<file path="config.mk">
export PLATFORM = sky130hd
export DESIGN_NAME = conv_1g_rx_reader
export DESIGN_NICKNAME = d
export VERILOG_FILES = /design/src/rtl/conv_1g_rx_reader.sv
export SDC_FILE = /design/constraint.sdc
export NUM_CORES = 1
export LEC_CHECK = 0
export CAP_MARGIN = 20
export CORE_MARGIN = 2
export CORE_UTILIZATION = 47
export CTS_CLUSTER_SIZE = 14
export DETAILED_ROUTE_END_ITERATION = 8
export PLACE_DENSITY = 0.78
export SYNTH_ARGS = -nofsm -noshare
export SYNTH_HDL_FRONTEND = slang
export SYNTH_SLANG_ARGS = --single-unit
</file>
<file path="constraint.sdc">
create_clock -name clk_sys_i -period 3.5 [get_ports clk_sys_i]
set_clock_uncertainty 0.05 [all_clocks]
set_input_delay 0.7 -clock clk_sys_i [delete_from_list [all_inputs] [get_ports clk_sys_i]]
set_output_delay 0.7 -clock clk_sys_i [all_outputs]
set_load 0.01 [all_outputs]
</file>
<file path="src/rtl/conv_1g_rx_reader.sv">
// 1G RX word-FIFO reader: frames the showahead FIFO stream into a ready/valid
// packet stream with orphan dropping, truncation and missing-eop repair.
module conv_1g_rx_reader #(
  parameter int unsigned MAX_WORDS = 190
) (
  input  logic        clk_sys_i,
  input  logic        rst_n_i,
  input  logic        pkt_avail_i,
  input  logic [63:0] pkt_data_i,
  input  logic        pkt_sop_i,
  input  logic        pkt_eop_i,
  input  logic        frame_crc_err_i,
  input  logic [2:0]  pkt_mod_i,
  output logic        fifo_rd_req_o,
  output logic [63:0] data_o,
  output logic        sop_o,
  output logic        eop_o,
  output logic [2:0]  mod_o,
  output logic        err_o,
  output logic        val_o,
  input  logic        ready_i,
  output logic [31:0] pkt_cnt_o,
  output logic [15:0] err_cnt_o,
  output logic [15:0] drop_cnt_o
);

  typedef enum logic [1:0] {IDLE, PKT, DROP} state_t;

  state_t      state, n_state;
  logic [15:0] cnt, n_cnt;
  logic        slot_free, pop, load, drop;
  logic [63:0] ld_data;
  logic        ld_sop, ld_eop, ld_err;
  logic [2:0]  ld_mod;
  logic        last_word;

  assign slot_free = !val_o || ready_i;
  assign last_word = ({1'b0, cnt} + 17'd1) == 17'(MAX_WORDS);
  // gated so nothing is popped while reset holds the block
  assign fifo_rd_req_o = pop && rst_n_i;

  always_comb begin
    n_state = state;
    n_cnt   = cnt;
    pop     = 1'b0;
    load    = 1'b0;
    drop    = 1'b0;
    ld_data = pkt_data_i;
    ld_sop  = 1'b0;
    ld_eop  = 1'b0;
    ld_mod  = 3'd0;
    ld_err  = 1'b0;
    if (pkt_avail_i) begin
      case (state)
        IDLE: begin
          if (!pkt_sop_i) begin
            pop  = 1'b1;
            drop = 1'b1;
          end else if (slot_free) begin
            pop    = 1'b1;
            load   = 1'b1;
            ld_sop = 1'b1;
            if (pkt_eop_i) begin
              ld_eop = 1'b1;
              ld_mod = pkt_mod_i;
              ld_err = frame_crc_err_i;
            end else begin
              n_cnt   = 16'd1;
              n_state = PKT;
            end
          end
        end
        PKT: begin
          if (slot_free) begin
            load = 1'b1;
            if (pkt_sop_i) begin
              // missing eop: close the open packet without consuming the new sop
              ld_data = '0;
              ld_eop  = 1'b1;
              ld_err  = 1'b1;
              n_state = IDLE;
            end else begin
              pop = 1'b1;
              if (pkt_eop_i) begin
                ld_eop  = 1'b1;
                ld_mod  = pkt_mod_i;
                ld_err  = frame_crc_err_i;
                n_state = IDLE;
              end else if (last_word) begin
                ld_eop  = 1'b1;
                ld_err  = 1'b1;
                n_state = DROP;
              end else begin
                n_cnt = cnt + 16'd1;
              end
            end
          end
        end
        DROP: begin
          if (pkt_sop_i) begin
            n_state = IDLE;
          end else begin
            pop  = 1'b1;
            drop = 1'b1;
            if (pkt_eop_i) n_state = IDLE;
          end
        end
        default: n_state = IDLE;
      endcase
    end
  end

  always_ff @(posedge clk_sys_i or negedge rst_n_i) begin
    if (!rst_n_i) begin
      state <= IDLE;
      cnt   <= '0;
    end else begin
      state <= n_state;
      cnt   <= n_cnt;
    end
  end

  always_ff @(posedge clk_sys_i or negedge rst_n_i) begin
    if (!rst_n_i) begin
      val_o      <= 1'b0;
      data_o     <= '0;
      sop_o      <= 1'b0;
      eop_o      <= 1'b0;
      mod_o      <= '0;
      err_o      <= 1'b0;
      pkt_cnt_o  <= '0;
      err_cnt_o  <= '0;
      drop_cnt_o <= '0;
    end else begin
      if (load) begin
        val_o  <= 1'b1;
        data_o <= ld_data;
        sop_o  <= ld_sop;
        eop_o  <= ld_eop;
        mod_o  <= ld_mod;
        err_o  <= ld_err;
      end else if (ready_i) begin
        val_o <= 1'b0;
      end
      if (val_o && ready_i && eop_o) begin
        if (pkt_cnt_o != '1) pkt_cnt_o <= pkt_cnt_o + 32'd1;
        if (err_o && err_cnt_o != '1) err_cnt_o <= err_cnt_o + 16'd1;
      end
      if (drop && drop_cnt_o != '1) drop_cnt_o <= drop_cnt_o + 16'd1;
    end
  end

endmodule
</file>
Yosys cells after proc, flatten, opt, wreduce, memory -nomap -nowiden
Index checks and enable logic that the tools add are counted.

word-level totals
  register bits after elaboration = 153
  input bits = 74
  output and inout bits = 136
  word-level logic and storage cells = 107

operators by class
  $add $sub $neg = 5
  equality and inequality tests = 15
  multiplexer cells = 61
  reductions and logical operators = 15

operators by type and width
  operator                                                          count
  64-bit two-way mux                                                4
  16-bit two-way mux                                                7
  16-bit by 1-bit adder with 16-bit output, second input constant   3
  32-bit by 1-bit adder with 32-bit output, second input constant   1
  16-bit != test, second input constant                             2
  32-bit != test, second input constant                             1
  16-bit one-hot mux with 2 select lines                            1
  1-bit two-way mux                                                 28
  2-bit two-way mux                                                 9
  3-bit two-way mux                                                 6
  16-bit by 1-bit adder with 17-bit output, second input constant   1
  17-bit by 8-bit == test with 1-bit output, second input constant  1
  2-bit != test, second input constant                              7
  9-bit AND reduction                                               1
  7-bit AND reduction                                               1
  1-bit one-hot mux with 2 select lines                             3
  2-bit one-hot mux with 3 select lines                             1
  3-bit one-hot mux with 2 select lines                             1
  1-bit logical AND                                                 5
  4-bit != test, second input constant                              1
  2-bit AND reduction                                               2
  2-bit nonzero test                                                2
  3-bit != test, second input constant                              1
  1-bit one-hot mux with 3 select lines                             1
  6 further kinds                                                   6

Logic depth before layout (Yosys ltp)
  depth after elaboration = 8
  mapped depth = 10
  mapped depth without buffers = 9

Least setup slack after synthesis
Ideal clock, no wire load.

  path kind = register to register
  start point = register cnt[0]
  end point = register cnt[1]
  setup time = 127 ps
  arrival = 2,340 ps
  required time = 3,323 ps
  slack = 982 ps
  stages on the path, launching flop included = 9
  path buffers = 0
  clock period less this slack = 2,518 ps
  path through = dfrtp_1 ha_1 nand3_2 nor3_1 nand3_1 a2111o_1 o21a_1 nand2b_4 mux2_1

between the ends
  cells in the longest elaborated chain, start to end = 6
  elaborated cells between the ends (all ways) = 10
  those cells by class = add/sub: 2; eq/ne: 2; mux: 5; reduce/logical: 1

ends and longest elaborated chain
  element                                                                           RTL line  source
  from (decl)                                                                       30        logic [15:0] cnt, n_cnt;
  from (signal assigned)                                                            119       cnt <= n_cnt;
  branches (longest 6 deep; another with 16-bit by 1-bit adder with 17-bit output)  n/a

Parallel ways; which one is timed is not known. The select of a mux whose other input is x is not followed.
A chain may end at the register's enable or synchronous reset.

Worst setup path after layout
  start point = input ready_i
  end point = output fifo_rd_req_o

between the ends
  cells in the longest elaborated chain, start to end = 6
  elaborated cells between the ends (all ways) = 7
  those cells by class = mux: 5; reduce/logical: 2

ends and longest elaborated chain
  element                                    RTL line  source
  from (decl)                                21        input logic ready_i,
  1-bit logical OR (*)                       37        assign slot_free = !val_o || ready_i;
  1-bit two-way mux                          59        end else if (slot_free) begin
  1-bit two-way mux                          56        if (!pkt_sop_i) begin
  1-bit one-hot mux with 3 select lines (*)  54        case (state)
  1-bit two-way mux (*)                      53        if (pkt_avail_i) begin
  1-bit logical AND (*)                      40        assign fifo_rd_req_o = pop && rst_n_i;
  to (decl)                                  14        output logic fifo_rd_req_o,

Mark *: on every way between the ends. The rest lies on a longest branch, timed or not.

==> impl_metrics.yaml <==
run_status:
  status: "finished, final reports clean"
die:
  die-area_mm2: 0.0154
  die_h_um: 124
  ios: 210
  die_w_um: 124
  initial_core_util_pct: 48.4
  core_area_mm2: 0.0140
  rows: 43
power_and_ir_drop:
  power_per_cell_area_mw_per_mm2: 682
  p_int_uw: 4560
  pwr-share-comb_pct: 31.6
  leakagePower_uw: 0.00428
  switching_share_pct: 30.8
  ir_drop_mv: 0.449
  clkPwrFrac_pct: 28.4
  pwr-share-seq_pct: 40.0
  power_switching_uw: 2030
grt:
  grt_usage_pct: 25.3
  grt.overflow.total: 0
  grt_pass1_wl_um: 29400
  grt_max_degree: 80
  grt_pass1_vias: 5771
  antenna_found_initial: 0
logic_synthesis:
  ys_seq_area_share_pct: 56.6
  synth_edf_count: 0
  ys_types: 48
  async_flop_share_pct: 100
  synth.largest_area_cell: "dfrtp_1"
  synth_nets: 686
  ys_top_cells_by_area: "dfrtp_1, a22o_1, xor2_1"
  yosysMostFrequentCell: "dfrtp_1"
  synth.avg_cell_area_um2: 11.2
  synth_cells: 607
  synth_common_cells: "dfrtp_1, a22o_1, nand2_1"
  yosysWarnings: 0
  ys_ff_latch: 153
  syn-cell-area_mm2: 0.00677
  synth_top_area_share_pct: 56.6
  synth_flop_cell: "dfrtp_1"
worst_setup_path:
  cp-end-kind: "output pin"
  cp.arrival_ps: 2250
  cp.required_ps: 2750
  startpoint: "ready_i"
  ff2ff_setup_slack_ps: 520
  timing.rr.start: "cnt[0]"
  cp-start-kind: "primary input"
  r2r_cells: 8
  cp_cell_sequence: "clkdlybuf4s50_1 -> nand2b_1 -> a31oi_1 -> nor2_1 -> clkdlybuf4s50_1"
  slowest_stage: "clkdlybuf4s50_1"
  cpMostUsedCell: "clkdlybuf4s50_1"
  r2r_end: "cnt[1]"
  worst-setup-path-type: "primary input to output pin"
  critPathMaxFanout: 5
  crit_path_max_incr_delay_ps: 560
timing:
  setup_viol: 0
  period_share_pct: 85.8
  rsz0062_at_grt: "false"
  hold_viol: 0
  final-max-slew-violation-count: 0
  hold_ws_ps: 79.4
  worstMarginPinSlew_ps: 970
  setup_tns_ps: 0
  max_slew_margin_pct: 35.3
  max_freq_mhz: 333
  layout_min_cycle_time_ps: 3000
finish:
  final_nets: 894
  fillerInstances: 1061
  n_antenna_cell: 0
  syn2layout_area_growth_pct: 42.9
  drive_gt1_share_pct: 6.52
  instances_no_fill: 1008
  fin_area_mm2: 0.00967
cts:
  path_clk_slew_ps: 60
  cts_resized: 0
  clock_latency_ps: 420
  clockBufferDepth: 2
  numClockSinks: 153
  h-tree-depth: 4
  cts_made_buffers: 17
  hold_buffers: 0
  cts_tree: "done"
  cts_root_buffer: "clkbuf_16"
  post_cts_buffers: 0
detailed_routing:
  viasPerCell: 5.64
  dr.pass1.iters: 4
  vias: 5682
  antenna_left: 0
  wl_um: 18400
  wl_per_cell_um: 18.2
  drc_errors: 0
  drtIter0Drc: 371
min_path:
  worstHoldPathType: "primary input to asynchronous set/reset pin"
placed_design:
  dpl_cell_area_mm2: 0.00907
  gp_congestion: 0.896
  port_buffers: 209
  dp_hpwl_um: 12800
  dp.cells: 976
job:
  cap_viol_max_count: 0
-- cell usage in the layout, fill, tap and decap left out, types with 19 or more instances in the layout --
cell / instances
clkdlybuf4s50_1: 208
dfrtp_1: 153
a22o_1: 65
nand2_1: 46
nor2_1: 35
xor2_1: 32
xnor2_1: 31
nand3_1: 30
inv_1: 19
and3_1: 19
nand4_1: 19
-- per-layer routing --
layer	routed length, um	vias to the layer above	part of all wire (%)	track usage [%]
li1	-	2607	-	-
met1	7380	2830	40	31.1
met2	9110	216	50	40.9
met3	1520	29	8.3	8.84
met4	367	0	2.0	10.0
met5	0	-	0	0
-- state kept, by name (all words and copies together) (netlist names) --
name / flops
mod_o: 3
data_o: 64
cnt: 16
err_cnt_o: 16
drop_cnt_o: 16
pkt_cnt_o: 32
eop_o: 1
sop_o: 1
state: 2
val_o: 1
err_o: 1
-- metrics by stage --
stage,setup slack [ps],utilization (%),total power (uW)
after global placement,487,64.8,4670
after global routing,305,69.2,6950
final,496,69.2,6590
after detailed placement,501,64.8,4730
after CTS,491,69.2,6650
after floorplan,982,-,3480
-- layout make-up --
class                   instances  area, um^2  share of cell area, %
flip-flops and latches        153        3830                   39.6
multi-input cells             405        2770                   28.6
repair buffers                218        2170                   22.5
clock buffers                  21         460                   4.76
well taps                     180         225                   2.33
clock inverters                11         145                   1.50
inverters                      20        75.1                  0.776
-- cells by family after synthesis --
family | Yosys count | synth area share [%]
buf+inv | 49 | 2.90
flops | 153 | 56.6
xor+xnor | 63 | 8.15
simple gates | 206 | 16.2
fa+ha+maj | 5 | 0.924
compound gates | 119 | 13.3
mux | 12 | 1.92
-- how the worst max path moves through the flow --
stage	slack [ps]	cells after the start	to
global route	300	8	cnt[1]
CTS	490	5	fifo_rd_req_o
detailed placement	500	5	fifo_rd_req_o
global placement	490	5	fifo_rd_req_o
finish	500	5	fifo_rd_req_o
floorplan	980	8	cnt[1]
-- power groups by stage --
| stage | registers, uW | logic [uW] | clock network, uW |
|---|---|---|---|
| finish | 2640 | 2080 | 1870 |
| global route | 2710 | 2260 | 1980 |
| CTS | 2640 | 2110 | 1900 |
| detailed placement | 2640 | 2090 | 0 |
| global placement | 2620 | 2050 | 0 |
| floorplan | 2740 | 737 | 0 |
-- worst max-delay path, delay by kind of cell --
kind	cells	cell delay, ps
and+or+nand+nor	2	370
AOI/OAI and AO/OA	1	110
buffers and inverters	2	1070
No activity file was read; power rests on OpenSTA's default activity.
